[config.mk]
export PLATFORM = sky130hd
export DESIGN_NAME = ram_arbiter
export DESIGN_NICKNAME = d
export VERILOG_FILES = /design/src/rtl/ram_arb_pkg.sv /design/src/rtl/ram_arbiter_rr_picker.sv /design/src/rtl/ram_arbiter.sv
export SDC_FILE = /design/constraint.sdc
export NUM_CORES = 1
export LEC_CHECK = 0
export CORE_MARGIN = 4
export CORE_UTILIZATION = 35
export DETAILED_ROUTE_END_ITERATION = 10
export HOLD_SLACK_MARGIN = 0.08
export PLACE_DENSITY = 0.84
export SETUP_SLACK_MARGIN = 0.5
export SYNTH_ARGS = -nofsm -noshare
export SYNTH_HDL_FRONTEND = slang
export SYNTH_SLANG_ARGS = --single-unit
export TNS_END_PERCENT = 50
[constraint.sdc]
create_clock -name clk -period 7.7 [get_ports clk]
set_clock_uncertainty 0.15 [all_clocks]
set_input_delay 2.31 -clock clk [delete_from_list [all_inputs] [get_ports clk]]
set_output_delay 2.31 -clock clk [all_outputs]
set_load 0.02 [all_outputs]
[src/rtl/ram_arb_pkg.sv]
// ram_arb_pkg
//   Shared definitions for the two-master RAM arbiter.
//   - arbState_t  : transaction FSM states (IDLE -> ACCESS -> DONE -> IDLE)
//   - NUM_MASTERS : number of bus masters sharing the RAM
//   - CPU / DMA   : master index constants, also the bit positions in grant
package ram_arb_pkg;

    typedef enum logic [1:0] {
        IDLE   = 2'd0,
        ACCESS = 2'd1,
        DONE   = 2'd2
    } arbState_t;

    localparam int NUM_MASTERS = 2;
    localparam int CPU         = 0;
    localparam int DMA         = 1;

endpackage

[src/rtl/ram_arbiter_rr_picker.sv]
// rr_picker
//   Combinational two-way round-robin selector.
//   Ports:
//     req       in  [NUM_MASTERS] request vector, bit CPU = master 0, bit DMA = master 1
//     lastGrant in  1             index of the master granted most recently
//     pick      out [NUM_MASTERS] one-hot winner, all zero when nobody requests
//   A lone requester always wins. When both request, the master that was
//   not granted last wins, so neither master can starve the other.
module rr_picker
    import ram_arb_pkg::*;
(
    input  logic [NUM_MASTERS-1:0] req,
    input  logic                   lastGrant,
    output logic [NUM_MASTERS-1:0] pick
);

    always_comb begin
        pick = '0;
        if (req[CPU] && req[DMA]) begin
            // Tie: hand the bus to whoever did not have it last time.
            if (lastGrant == 1'(DMA)) begin
                pick[CPU] = 1'b1;
            end else begin
                pick[DMA] = 1'b1;
            end
        end else if (req[CPU]) begin
            pick[CPU] = 1'b1;
        end else if (req[DMA]) begin
            pick[DMA] = 1'b1;
        end
    end

endmodule

[src/rtl/ram_arbiter.sv]
// ram_arbiter
//   Shares one single-port RAM between a CPU (master 0) and a DMA engine
//   (master 1). Each transaction takes exactly three cycles:
//     IDLE   : sample requests, pick a winner, latch its command
//     ACCESS : command is on the RAM bus, read data is captured
//     DONE   : one-cycle ready pulse to the winner with the captured data
//   Request/ready handshake: a master raises mN_req with its command; the
//   request is taken only in IDLE and the command is latched at that edge,
//   so the master may change or drop its inputs afterwards. Completion is a
//   single-cycle mN_ready pulse two cycles after acceptance, with read data
//   valid on mN_rData in that same cycle. A request still high in the next
//   IDLE cycle starts a new transaction.
//
//   Ports:
//     clk, reset            clock, asynchronous active-high reset
//     mN_req/we/addr/wData/func3   master N command inputs
//     mN_ready, mN_rData    master N completion pulse and read data
//     busWe, busAddr, busWData, busFunc3   RAM command outputs
//     busRData              RAM combinational read data
//     grant                 one-hot owner of the current transaction, 0 when idle
//     dbgState              current FSM state, for observation only
module ram_arbiter
    import ram_arb_pkg::*;
#(
    parameter int ADDR_W = 32,
    parameter int DATA_W = 32
) (
    input  logic                   clk,
    input  logic                   reset,

    input  logic                   m0_req,
    input  logic                   m0_we,
    input  logic [ADDR_W-1:0]      m0_addr,
    input  logic [DATA_W-1:0]      m0_wData,
    input  logic [2:0]             m0_func3,
    output logic                   m0_ready,
    output logic [DATA_W-1:0]      m0_rData,

    input  logic                   m1_req,
    input  logic                   m1_we,
    input  logic [ADDR_W-1:0]      m1_addr,
    input  logic [DATA_W-1:0]      m1_wData,
    input  logic [2:0]             m1_func3,
    output logic                   m1_ready,
    output logic [DATA_W-1:0]      m1_rData,

    output logic                   busWe,
    output logic [ADDR_W-1:0]      busAddr,
    output logic [DATA_W-1:0]      busWData,
    output logic [2:0]             busFunc3,
    input  logic [DATA_W-1:0]      busRData,

    output logic [NUM_MASTERS-1:0] grant,
    output logic [1:0]             dbgState
);

    arbState_t               state;
    logic                    lastGrant;   // index of the last master served
    logic [DATA_W-1:0]       rData;       // read data captured during ACCESS
    logic [NUM_MASTERS-1:0]  pick;

    // Command of the winning master, selected combinationally in IDLE.
    logic                    selWe;
    logic [ADDR_W-1:0]       selAddr;
    logic [DATA_W-1:0]       selWData;
    logic [2:0]              selFunc3;

    rr_picker uPicker (
        .req       ({m1_req, m0_req}),
        .lastGrant (lastGrant),
        .pick      (pick)
    );

    always_comb begin
        selWe    = m0_we;
        selAddr  = m0_addr;
        selWData = m0_wData;
        selFunc3 = m0_func3;
        if (pick[DMA]) begin
            selWe    = m1_we;
            selAddr  = m1_addr;
            selWData = m1_wData;
            selFunc3 = m1_func3;
        end
    end

    // The bus address/data/func3 registers double as the latched command:
    // they are loaded once on acceptance and simply hold afterwards, so the
    // RAM sees a stable command for the whole transaction.
    always_ff @(posedge clk or posedge reset) begin
        if (reset) begin
            state     <= IDLE;
            grant     <= '0;
            busWe     <= 1'b0;
            busAddr   <= '0;
            busWData  <= '0;
            busFunc3  <= '0;
            rData     <= '0;
            m0_ready  <= 1'b0;
            m1_ready  <= 1'b0;
            // Pretend DMA went last so the first tie goes to the CPU.
            lastGrant <= 1'(DMA);
        end else begin
            case (state)
                IDLE: begin
                    if (|pick) begin
                        grant    <= pick;
                        busWe    <= selWe;
                        busAddr  <= selAddr;
                        busWData <= selWData;
                        busFunc3 <= selFunc3;
                        state    <= ACCESS;
                    end
                end

                ACCESS: begin
                    // Write strobe lasts exactly this one cycle.
                    busWe    <= 1'b0;
                    rData    <= busRData;
                    m0_ready <= grant[CPU];
                    m1_ready <= grant[DMA];
                    state    <= DONE;
                end

                DONE: begin
                    m0_ready  <= 1'b0;
                    m1_ready  <= 1'b0;
                    lastGrant <= grant[DMA];
                    grant     <= '0;
                    state     <= IDLE;
                end

                default: begin
                    busWe    <= 1'b0;
                    m0_ready <= 1'b0;
                    m1_ready <= 1'b0;
                    grant    <= '0;
                    state    <= IDLE;
                end
            endcase
        end
    end

    // Both masters see the same captured word; only the one pulsing ready
    // is expected to look at it.
    assign m0_rData = rData;
    assign m1_rData = rData;
    assign dbgState = state;

endmodule

### Yosys cells after proc, flatten, opt, wreduce, memory -nomap -nowiden

Index checks and enable logic that the tools add are counted.

* equality and inequality tests: 3
* multiplexer cells: 18
* bitwise gates (word level): 2
* reduce and logical (&&, ||, !) cells: 6

Operators with widths (count)
* 2-to-1 mux 32 bit: 2
* case mux 2 bit (2 select lines): 2
* 2-to-1 mux 1 bit: 7
* 2-to-1 mux 2 bit: 3
* case mux 1 bit (2 select lines): 3
* AND reduction 2 bit: 3
* 2-to-1 mux 3 bit: 1
* equality test 2 x 1 -> 1 bit, second input constant: 1
* equality test 2 bit, second input constant: 1
* logical NOT 2 bit: 1
* inequality test 2 bit, second input constant: 1
* NOT 1 bit: 2
* OR reduction 2 bit: 1
* logical AND 1 bit: 1

* flip-flop bits (word level): 107
* input port bits: 172
* output and inout port bits: 138

### Longest topological paths before layout

Gate-level depths: netlist (run 1).

* word-level depth: 6
* mapped depth: 6

### Modules after synthesis

Synthesis (run 1) repeated with hierarchy kept, for this count alone.

* cell total of the unflattened synthesis: 351
* area, all modules: 5129.9 um2

By module, submodules not included
* ram_arbiter: times used 1, cells an instance 348, area an instance 5111.2 um2, sequential area each 2678.8 um2
* rr_picker: times used 1, cells an instance 3, area an instance 18.8 um2, sequential area each 0.0 um2

### Worst setup path after synthesis (run 1)

OpenSTA, ideal clock, no wires.

* path type: input -> register
* from: input m1_req
* to: register busWData[7]
* setup time: 0.129 ns
* arrival: 3.070 ns
* required time: 7.421 ns
* slack: 4.352 ns
* cell stages on the path: 5
* buffers on the path: 2
* cells stage by stage: a21boi_2 > buf_6 > buf_6 > a211oi_1 > a2bb2oi_2

* longest elaborated chain between the ends: 5

RTL lines
* from (decl): RTL line ram_arbiter.sv:39 `input logic m1_req,`
* 2-to-1 mux 1 bit: RTL line ram_arbiter_rr_picker.sv:28 `end else if (req[DMA]) begin`
* 2-to-1 mux 1 bit: RTL line ram_arbiter_rr_picker.sv:26 `end else if (req[CPU]) begin`
* 2-to-1 mux 2 bit (*): RTL line ram_arbiter_rr_picker.sv:19 `if (req[CPU] && req[DMA]) begin`
* OR reduction 2 bit: RTL line ram_arbiter.sv:106 `if (|pick) begin`
* AND reduction 2 bit (no source line)
* to (signal assigned): RTL line ram_arbiter.sv:110 `busWData <= selWData;`
* to (decl): RTL line ram_arbiter.sv:49 `output logic [DATA_W-1:0] busWData,`

Every way passes the cells marked *; elsewhere a longest branch is shown, timed or not.
A chain may end at the register's enable or synchronous reset.

### Worst setup path after layout (run 1)

* from: register state[0], in the netlist dbgState[0]
* to: output dbgState[0]

RTL lines
* from (decl): RTL line ram_arbiter.sv:57 `arbState_t state;`
* from (signal assigned): RTL line ram_arbiter.sv:92 `state <= IDLE;`
* from (signal assigned): RTL line ram_arbiter.sv:112 `state <= ACCESS;`
* from (signal assigned): RTL line ram_arbiter.sv:122 `state <= DONE;`
* to (decl): RTL line ram_arbiter.sv:54 `output logic [1:0] dbgState`

No word-level cell between the ends.

==> results.ini, run 1 <==
[yosys]
synth_compound_area_share_pct = 26.5
ys_seq_area_share_pct = 50.9
synthAdderAreaFrac_pct = 0
synth_simple_gate_area_share_pct = 5.64
syn-num-nets = 609
synth.area.mux_share_pct = 7.45
synth_xor_area_share_pct = 0
syn_area_um2 = 5260
synth_cell_types = 26
synth_cells = 437
synth_top_family_by_area = compound AO/OA/AOI/OAI gates
avgSynthCellArea_um2 = 12.0
ys_ff_latch = 107
yosysWarnings = 0

[global_route]
grt_pass1_wl_um = 26000
grt_max_degree = 78
grt_use_met1_pct = 24.4
top_usage_layer = met2
met2_usage_pct = 32.5
grtUsageMet3_pct = 3.90
antenna_found_initial = 0
grt_overflow = 0
grt_pass1_vias = 4859
track_usage_pct = 19.4

[critical_path]
cp-end-kind = output port
critPathMaxStageDelay_ns = 1.07
critPathLaunchType = flop
crit_chain = clkdlybuf4s50_1
r2r-end = busAddr[11]$_DFFE_PP0P_
cp_top_family = flip-flops
critPathKind = reg2out
critPathSlowestCell = dfrtp_4
critPathMaxFanout = 77
r2r_cells = 3
critical_path_buf_inv_count = 1
worstPathArrival_ns = 2.23
r2r_start = dbgState[0]$_DFFE_PP0P_
rrSetupSlack_ns = 4.97
critPathRequiredTime_ns = 5.24

[timing]
tightest_slew_ns = 1.00
drv_slew = 0
setup_viol = 0
finalSetupTns_ns = 0
fin_crit_sh_pct = 60.9
setup_slack_ns = 3.01
fin_crit_ns = 4.69
fmax_ghz = 0.213
timing.final.hold_violations = 0
slew_headroom_pct = 32.9
rsz0062_at_grt = false

[routing]
firstDrtPassIters = 4
wirelength_um = 17100
vias = 4547
drt.antenna.violating_nets = 0
drc = 0
drt_iter0_markers = 172
wl_per_cell_um = 19.4
viasPerCell = 5.17

[clock_tree]
cts_buffers = 9
cts_hold_buffers = 0
htreeDepth = 3
post-cts-setup-buffer-count = 0
clock-root-buffer = clkbuf_16
insertion_delay_ns = 0.33
cts.clk_slew.worst_paths_ns = 0.07
cts_tree = done
clk_path_buf_depth = 2
cts_resized = 0
clock_sinks = 107

[placement]
dp_hpwl_um = 12600
post-place-ws_ns = 2.70
gp_congestion = 0.784
portBuffers = 309

[power_and_ir_drop]
peakVddDrop_uv = 219
p_per_area_nw_per_um2 = 443
p_leak_nw = 3.34

[floorplanning]
die_y_um = 131
fp.dieW_um = 131
start_util_pct = 35.9
rows = 44
die-area_um2 = 17100
io_pins = 310
core_area_um2 = 14600

[finish]
fillers = 1168
syn_to_final_growth_pct = 61.5
nets = 862
drive_gt1_share_pct = 12.9
multi_input_area_um2 = 2090
n_antenna_cell = 0
final-seq-area_um2 = 2680

[min_path]
hold_class = reg2reg
min-delay-start = m0_rData[27]$_DFFE_PP0N_
hold_depth = 1
hold_path_end = m0_rData[27]$_DFFE_PP0N_

[run]
cap_violations = 0

[run_status]
outcome = finished, final reports clean

-- layout by cell type, fill, tap and decap left out, types with 6 or more instances in the layout --
cell,count
clkdlybuf4s50_1,309
a211oi_1,48
mux2_1,9
clkbuf_16,9
a2bb2oi_2,20
buf_4,6
a2bb2oi_1,48
a211oi_2,19
dfrtp_1,105
mux2_2,24
nand2_1,68
-- cell families (layout without fill, tap and decap cells) --
kind of cell | after synthesis | after routing
compound gates | 143 | 143
flops | 107 | 107
buf+inv | 77 | 335
simple gates | 75 | 75
mux | 35 | 35
-- metal layers --
metal	vias up	wire (µm)
met5	-	0
met4	0	506
met3	36	1140
met2	229	8690
met1	2201	6750
li1	2081	-
-- worst register-to-register path: cells and delay by family, from the launching register on --
kind	cells	cell delay (ns)
AO/OA/AOI/OAI	1	0.24
buffers and inverters	1	0.59
AND/OR/NAND/NOR	1	0.85
flip-flops	1	0.81
-- cell type report --
| type | count | share of cell area [%] |
|---|---|---|
| timing repair buffer | 315 | 36.9 |
| sequential | 107 | 31.6 |
| clock buffer | 12 | 2.78 |
| inverter | 4 | 0.206 |
| clock inverter | 4 | 1.16 |
| multi-input combinational | 253 | 24.6 |
| tap | 184 | 2.71 |
-- where the power goes --
part | internal (W) | switching (W) | total (W)
clock | 0.000319 | 0.000202 | 0.000521
sequential | 0.000851 | 0.000276 | 0.00113
combinational | 0.00112 | 0.000996 | 0.00212
total | 0.00229 | 0.00147 | 0.00376
-- stage by stage --
stage | power [W] | hold slack, ns | cell area (µm²) | util, % | cells
2_1_floorplan | 0.00239 | 0.422 | 5260 | - | 437
3_3_place_gp | 0.00321 | 0.351 | 8160 | 55.7 | 863
3_5_place_dp | 0.00327 | 0.355 | 8160 | 55.7 | 863
4_1_cts | 0.00381 | 0.371 | 8500 | 58.0 | 879
5_1_grt | 0.00397 | 0.391 | 8500 | 58.0 | 879
6_report | 0.00376 | 0.371 | 8500 | 58.0 | 879
-- flip-flops by register name (all words and copies together) (netlist names) --
register   flops
busAddr       32
busFunc3       3
busWData      32
busWe          1
dbgState       2
grant          2
lastGrant      1
m0_rData      32
m0_ready       1
m1_ready       1
-- cell usage after synthesis --
master | count | area share, %
dfrtp_1 | 106 | 50
nand2_1 | 68 | 4.9
a211oi_1 | 48 | 6.9
a2bb2oi_1 | 48 | 8.0
buf_4 | 39 | 5.6
mux2_2 | 24 | 5.1
a2bb2oi_2 | 20 | 5.7
a211oi_2 | 19 | 4.5
buf_2 | 19 | 1.8
clkbuf_1 | 10 | 0.71
mux2_1 | 9 | 1.9
buf_6 | 5 | 1.1
inv_1 | 4 | 0.29
nor2_1 | 3 | 0.21
a21oi_1 | 2 | 0.19
mux2i_1 | 2 | 0.38
nand2b_1 | 2 | 0.24
a21bo_1 | 1 | 0.19
a21boi_2 | 1 | 0.21
a221oi_2 | 1 | 0.29
dfstp_2 | 1 | 0.50
nor2_4 | 1 | 0.21
nor2b_1 | 1 | 0.12
o21ai_0 | 1 | 0.095
o21bai_1 | 1 | 0.14
o21bai_4 | 1 | 0.36
-- worst max path at each step --
stage	startpoint	to	slack [ns]	depth (start not counted)
2_1_floorplan	reset	busAddr[0]$_DFFE_PP0P_	2.42	1
3_3_place_gp	m1_req	busWe$_DFFE_PP0P_	2.74	5
3_5_place_dp	m0_req	busWe$_DFFE_PP0P_	2.70	5
4_1_cts	dbgState[0]$_DFFE_PP0P_	dbgState[0]	2.99	1
5_1_grt	dbgState[0]$_DFFE_PP0P_	dbgState[0]	2.88	1
6_report	dbgState[0]$_DFFE_PP0P_	dbgState[0]	3.01	1
Power figures use the tool's default switching activity.
==> run 2: changes to the inputs <==
Settings changed: CORE_UTILIZATION 35 to 34, PLACE_DENSITY 0.84 to 0.86.
Clock period 7.7 ns to 4.07 ns, I/O delays scaled along.
==> run 2 against run 1 <==
Via count grew 0.29%. Largest power group unchanged. Global-route usage shrank 0.23 points. Largest cell class unchanged. Clock power grew 88%. Wire length grew 0.89%. Sequential share of layout area shrank 0.34 points.
==> results.ini, run 2 (synthesis results as in run 1) <==
[timing]
drv_slew = 0  ; unchanged
timing.final.hold_violations = 0  ; unchanged
finalSetupTns_ns = 0  ; unchanged
setup_slack_ns = 1.09  ; was 3.01 ns
setup_viol = 0  ; unchanged
fin_crit_ns = 2.98
slew_headroom_pct = 33.4  ; was 32.9%
tightest_slew_ns = 0.999  ; was 1.00 ns
fmax_ghz = 0.336
rsz0062_at_grt = false  ; unchanged
fin_crit_sh_pct = 73.1

[routing]
vias = 4560  ; was 4547
wirelength_um = 17200  ; was 17100 µm
viasPerCell = 5.14  ; was 5.17
drc = 0  ; unchanged
drt.antenna.violating_nets = 0  ; unchanged
firstDrtPassIters = 4  ; unchanged
drt_iter0_markers = 179  ; was 172
wl_per_cell_um = 19.4  ; about the same

[critical_path]
cp-end-kind = flop  ; was output port
worstPathArrival_ns = 3.10  ; was 2.23 ns
critPathLaunchType = input port  ; was flop
critPathRequiredTime_ns = 4.19  ; was 5.24 ns
r2r_start = dbgState[0]$_DFFE_PP0P_  ; unchanged
critPathKind = in2reg  ; was reg2out
r2r_cells = 4  ; was 3
critPathMaxFanout = 20  ; was 77
r2r-end = busAddr[30]$_DFFE_PP0P_  ; was busAddr[11]$_DFFE_PP0P_
rrSetupSlack_ns = 1.72  ; was 4.97 ns

[placement]
gp_congestion = 0.802  ; was 0.784
portBuffers = 309  ; unchanged
post-place-ws_ns = 0.717  ; was 2.70 ns
dp_hpwl_um = 12300  ; was 12600 µm

[power_and_ir_drop]
p_per_area_nw_per_um2 = 836  ; was 443 nW/µm²
peakVddDrop_uv = 490  ; was 219 µV
seq_power_share_pct = 28.0  ; was 30.0%
p_int_w = 0.00433  ; was 0.00229 W
p_switching_w = 0.00285  ; was 0.00147 W
p_comb_share_pct = 58.3  ; was 56.2%
p_leak_nw = 3.37  ; was 3.34 nW
clockPowerShare_pct = 13.7  ; was 13.8%
swShare_pct = 39.7  ; was 39.1%

[clock_tree]
insertion_delay_ns = 0.34  ; was 0.33 ns
cts_tree = done  ; unchanged
clock-root-buffer = clkbuf_16  ; unchanged
htreeDepth = 3  ; unchanged
cts_buffers = 9  ; unchanged
clock_sinks = 107  ; unchanged
cts.clk_slew.worst_paths_ns = 0.07  ; about the same
cts_resized = 0  ; unchanged
cts_hold_buffers = 0  ; unchanged
clk_path_buf_depth = 2  ; unchanged
post-cts-setup-buffer-count = 0  ; unchanged

[floorplanning]
io_pins = 310  ; unchanged
die-area_um2 = 17500  ; was 17100 µm²
start_util_pct = 34.6  ; was 35.9%
core_area_um2 = 15200  ; was 14600 µm²
die_y_um = 132  ; was 131 µm
fp.dieW_um = 132  ; was 131 µm
rows = 45  ; was 44

[finish]
final_common_cell = clkdlybuf4s50_1  ; unchanged
syn_to_final_growth_pct = 63.3  ; was 61.5%
nets = 867  ; was 862
n_antenna_cell = 0  ; unchanged
fillers = 1304  ; was 1168
layout_common_cells = 309 x clkdlybuf4s50_1, 105 x dfrtp_1, 68 x nand2_1, 48 x a211oi_1, 48 x a2bb2oi_1  ; unchanged
drive_gt1_share_pct = 14.0  ; was 12.9%

[global_route]
track_usage_pct = 19.2  ; was 19.4%
grt_pass1_wl_um = 26900  ; was 26000 µm
antenna_found_initial = 0  ; unchanged
grt_max_degree = 77  ; was 78
grt_overflow = 0  ; unchanged
grt_pass1_vias = 4877  ; was 4859

[min_path]
hold_depth = 1  ; unchanged
hold_path_end = busFunc3[0]$_DFFE_PP0P_  ; was m0_rData[27]$_DFFE_PP0N_
hold_class = reg2reg  ; unchanged
min-delay-start = busFunc3[0]$_DFFE_PP0P_  ; was m0_rData[27]$_DFFE_PP0N_

[run_status]
outcome = finished, final reports clean  ; unchanged

[run]
cap_violations = 0  ; unchanged

run 2: worst max-delay path, cell delays in order:
cell and delay (ns):
clkdlybuf4s50_1 0.57, a21boi_4 0.61, buf_4 0.38, a211oi_1 0.12, a2bb2oi_1 0.18
run 2: layer usage:
layer / part of all wire [%] / track usage, % / up-vias
li1: - / - / 2095
met2: 51 / 33.0 / 168
met3: 5.4 / 4.12 / 18
met4: 1.7 / 6.64 / 0
met5: 0 / 0 / -
met1: 42 / 23.8 / 2279
run 2: through the flow:
step           utilization, %  hold WS (ns)  total power (W)  std cells  area (µm²)
6_report                 56.5         0.375          0.00718        888        8590
3_3_place_gp             54.3         0.353          0.00614        872        8250
2_1_floorplan               -         0.422          0.00452        437        5260
3_5_place_dp             54.3         0.363          0.00622        872        8250
5_1_grt                  56.5         0.397          0.00753        888        8590
4_1_cts                  56.5         0.378          0.00724        888        8590
run 2: worst max path at each step:
stage | from | to | slack (ns) | cells past startpoint
2_1_floorplan | reset | busAddr[0]$_DFFE_PP0P_ | 1.41 | 1
3_3_place_gp | m1_req | busAddr[14]$_DFFE_PP0P_ | 0.80 | 5
3_5_place_dp | m1_req | busAddr[14]$_DFFE_PP0P_ | 0.72 | 5
4_1_cts | dbgState[1]$_DFFE_PP0P_ | dbgState[1] | 1.09 | 1
5_1_grt | m1_req | busAddr[12]$_DFFE_PP0P_ | 0.97 | 5
6_report | m1_req | busAddr[12]$_DFFE_PP0P_ | 1.09 | 5
run 2: final cells by class:
cell class	instances	area, µm²	area share (%)
clock buffers	10	239	2.78
clock inverters	6	96.3	1.12
inverters	4	18.8	0.218
multi-input cells	253	2090	24.4
flip-flops and latches	107	2680	31.2
well taps	188	235	2.74
repair buffers	320	3230	37.6
run 2: power by group through the flow:
stage	clock network (W)	registers, W	logic, W
6_report	0.000981	0.00201	0.00419
5_1_grt	0.00104	0.00209	0.00440
4_1_cts	0.00101	0.00201	0.00423
3_5_place_dp	0	0.00201	0.00422
3_3_place_gp	0	0.00200	0.00413
2_1_floorplan	0	0.00260	0.00193
==> run 3: changes to the inputs <==
Clock period 4.07 ns to 2.6 ns, I/O delays scaled along.
==> run 3 against run 2 <==
Via count is 0.29% higher. Cell count grew 0.90%. Global-route usage shrank 0.22 points.
==> results.ini, run 3 (synthesis results as in run 1) <==
[routing]
viasPerCell = 5.10  ; was 5.14
wirelength_um = 17300  ; was 17200 µm
drt_iter0_markers = 253  ; was 179
drc = 0  ; unchanged
vias = 4573  ; was 4560
firstDrtPassIters = 4  ; unchanged
drt.antenna.violating_nets = 0  ; unchanged
wl_per_cell_um = 19.3  ; was 19.4 µm

[floorplanning]
start_util_pct = 34.6  ; unchanged
core_area_um2 = 15200  ; unchanged
io_pins = 310  ; unchanged
rows = 45  ; unchanged
die_y_um = 132  ; unchanged
fp.dieW_um = 132  ; unchanged
die-area_um2 = 17500  ; unchanged

[clock_tree]
cts_buffers = 9  ; unchanged
clock_sinks = 107  ; unchanged
cts_hold_buffers = 0  ; unchanged
insertion_delay_ns = 0.34  ; about the same
cts.clk_slew.worst_paths_ns = 0.07  ; about the same
cts_tree = done  ; unchanged
clock-root-buffer = clkbuf_16  ; unchanged
clk_path_buf_depth = 2  ; unchanged
htreeDepth = 3  ; unchanged

[critical_path]
critPathSlowestCell = clkdlybuf4s50_1  ; was a21boi_4
worstPathArrival_ns = 1.29  ; was 3.10 ns
critPathMaxFanout = 2  ; was 20
critPathLaunchType = flop  ; was input port
critPathRequiredTime_ns = 1.67  ; was 4.19 ns
cp-end-kind = output port  ; was flop
critPathKind = reg2out  ; was in2reg
cp_top_family = buffers and inverters  ; unchanged
crit_chain = clkdlybuf4s50_1  ; was clkdlybuf4s50_1 -> a21boi_4 -> buf_4 -> a211oi_1 -> a2bb2oi_1
critical_path_buf_inv_count = 1  ; was 2
critPathMaxStageDelay_ns = 0.60  ; was 0.61 ns

[finish]
nets = 875  ; was 867
n_antenna_cell = 0  ; unchanged
stdcell_area_um2 = 8670  ; was 8590 µm²
drive_gt1_share_pct = 15.1  ; was 14.0%
syn_to_final_growth_pct = 64.7  ; was 63.3%
layout_common_cells = 176 x clkdlybuf4s50_1, 104 x dfrtp_1, 77 x dlygate4sd2_1, 68 x nand2_1, 54 x dlymetal6s2s_1  ; was 309 x clkdlybuf4s50_1, 105 x dfrtp_1, 68 x nand2_1, 48 x a211oi_1, 48 x a2bb2oi_1
fin_cells = 896  ; was 888
final_common_cell = clkdlybuf4s50_1  ; unchanged

[global_route]
grt_max_degree = 76  ; was 77
track_usage_pct = 18.9  ; was 19.2%
grt_pass1_wl_um = 26500  ; was 26900 µm
grt_pass1_vias = 4646  ; was 4877
antenna_found_initial = 1  ; was 0
grt_overflow = 0  ; unchanged

[placement]
place_area_um2 = 8350  ; was 8250 µm²
gp_congestion = 0.814  ; was 0.802
portBuffers = 309  ; unchanged
dp_hpwl_um = 12800  ; was 12300 µm
dp_cells = 880  ; was 872

[power_and_ir_drop]
p_int_w = 0.00609  ; was 0.00433 W
p_leak_nw = 3.93  ; was 3.37 nW
seq_power_share_pct = 29.4  ; was 28.0%
p_per_area_nw_per_um2 = 1210  ; was 836 nW/µm²
p_comb_share_pct = 58.2  ; was 58.3%
peakVddDrop_uv = 836  ; was 490 µV
swShare_pct = 42.0  ; was 39.7%
clockPowerShare_pct = 12.4  ; was 13.7%
p_switching_w = 0.00440  ; was 0.00285 W

[timing]
fin_crit_sh_pct = 85.5
timing.final.hold_violations = 0  ; unchanged
fmax_ghz = 0.450
tightest_slew_ns = 1.01  ; was 0.999 ns
fin_crit_ns = 2.22
finalSetupTns_ns = 0  ; unchanged
hold_slack_ns = 0.369  ; was 0.375 ns
drv_slew = 0  ; unchanged
setup_viol = 0  ; unchanged
slew_headroom_pct = 32.8  ; was 33.4%
rsz0062_at_grt = true  ; was false

[run_status]
outcome = finished, final reports clean  ; unchanged

[run]
cap_violations = 0  ; unchanged

[min_path]
hold_class = reg2reg  ; unchanged

## run 3: cell count changes in the layout (fill, tap and decap cells not counted), sizes merged, moves of 2 or more
cell           delta
dlygate4sd2      +77
buf               +8
clkinv            +2
clkdlybuf4s50   -133
bufinv            -2
dlymetal6s2s     +54
## run 3: what timing repair did
item | 4_1_cts | 5_1_grt
setup endpoints to repair | 159 | 111
gates resized for setup | 80 | 57
pin swaps | 0 | 0
setup buffers | 0 | 0
## run 3: power groups by stage
stage                     combinational [W]  clock [W]  sequential (W)
final                               0.00610    0.00130         0.00309
after global routing                0.00644    0.00141         0.00320
after CTS                           0.00624    0.00134         0.00311
after detailed placement            0.00667          0         0.00314
after global placement              0.00655          0         0.00313
after floorplan                     0.00302          0         0.00407
## run 3: final cells by class
type / count / area (µm²)
clock buffer: 10 / 229
clock inverter: 6 / 50.0
fill: 1329 / 6540
inverter: 4 / 18.8
multi-input combinational: 253 / 2090
sequential: 107 / 2680
tap: 188 / 235
timing repair buffer: 328 / 3360
## run 3: path summary, 6_finish.rpt
check | from | to | slack [ns] | cells past startpoint
max | busWData[22]$_DFFE_PP0P_ | busWData[22] | 0.38 | 1
max reg2reg | dbgState[0]$_DFFE_PP0P_ | busWData[19]$_DFFE_PP0P_ | 0.59 | 4
min | busWData[0]$_DFFE_PP0P_ | busWData[0]$_DFFE_PP0P_ | 0.37 | 1
min in group asynchronous | reset | busAddr[3]$_DFFE_PP0P_ | 0.75 | 3
max in group asynchronous | reset | dbgState[1]$_DFFE_PP0P_ | 1.13 | 3
min reg2reg | busWData[0]$_DFFE_PP0P_ | busWData[0]$_DFFE_PP0P_ | 0.37 | 1
## run 3: through the flow
| stage | total power (W) | worst slack (ns) | utilization, % |
|---|---|---|---|
| 2_1_floorplan | 0.00708 | 0.383 | - |
| 3_3_place_gp | 0.00968 | 0.148 | 54.9 |
| 5_1_grt | 0.0110 | 0.329 | 57.0 |
| 3_5_place_dp | 0.00981 | 0.0269 | 54.9 |
| 4_1_cts | 0.0107 | 0.313 | 56.1 |
| 6_report | 0.0105 | 0.376 | 57.0 |
## run 3: routing by layer
metal,vias to the layer above,share of wire [%],track usage [%]
li1,2105,-,-
met1,2250,41,24.1
met2,184,50,31.2
met3,32,6.2,4.24
met4,2,2.9,7.79
met5,-,0.040,0
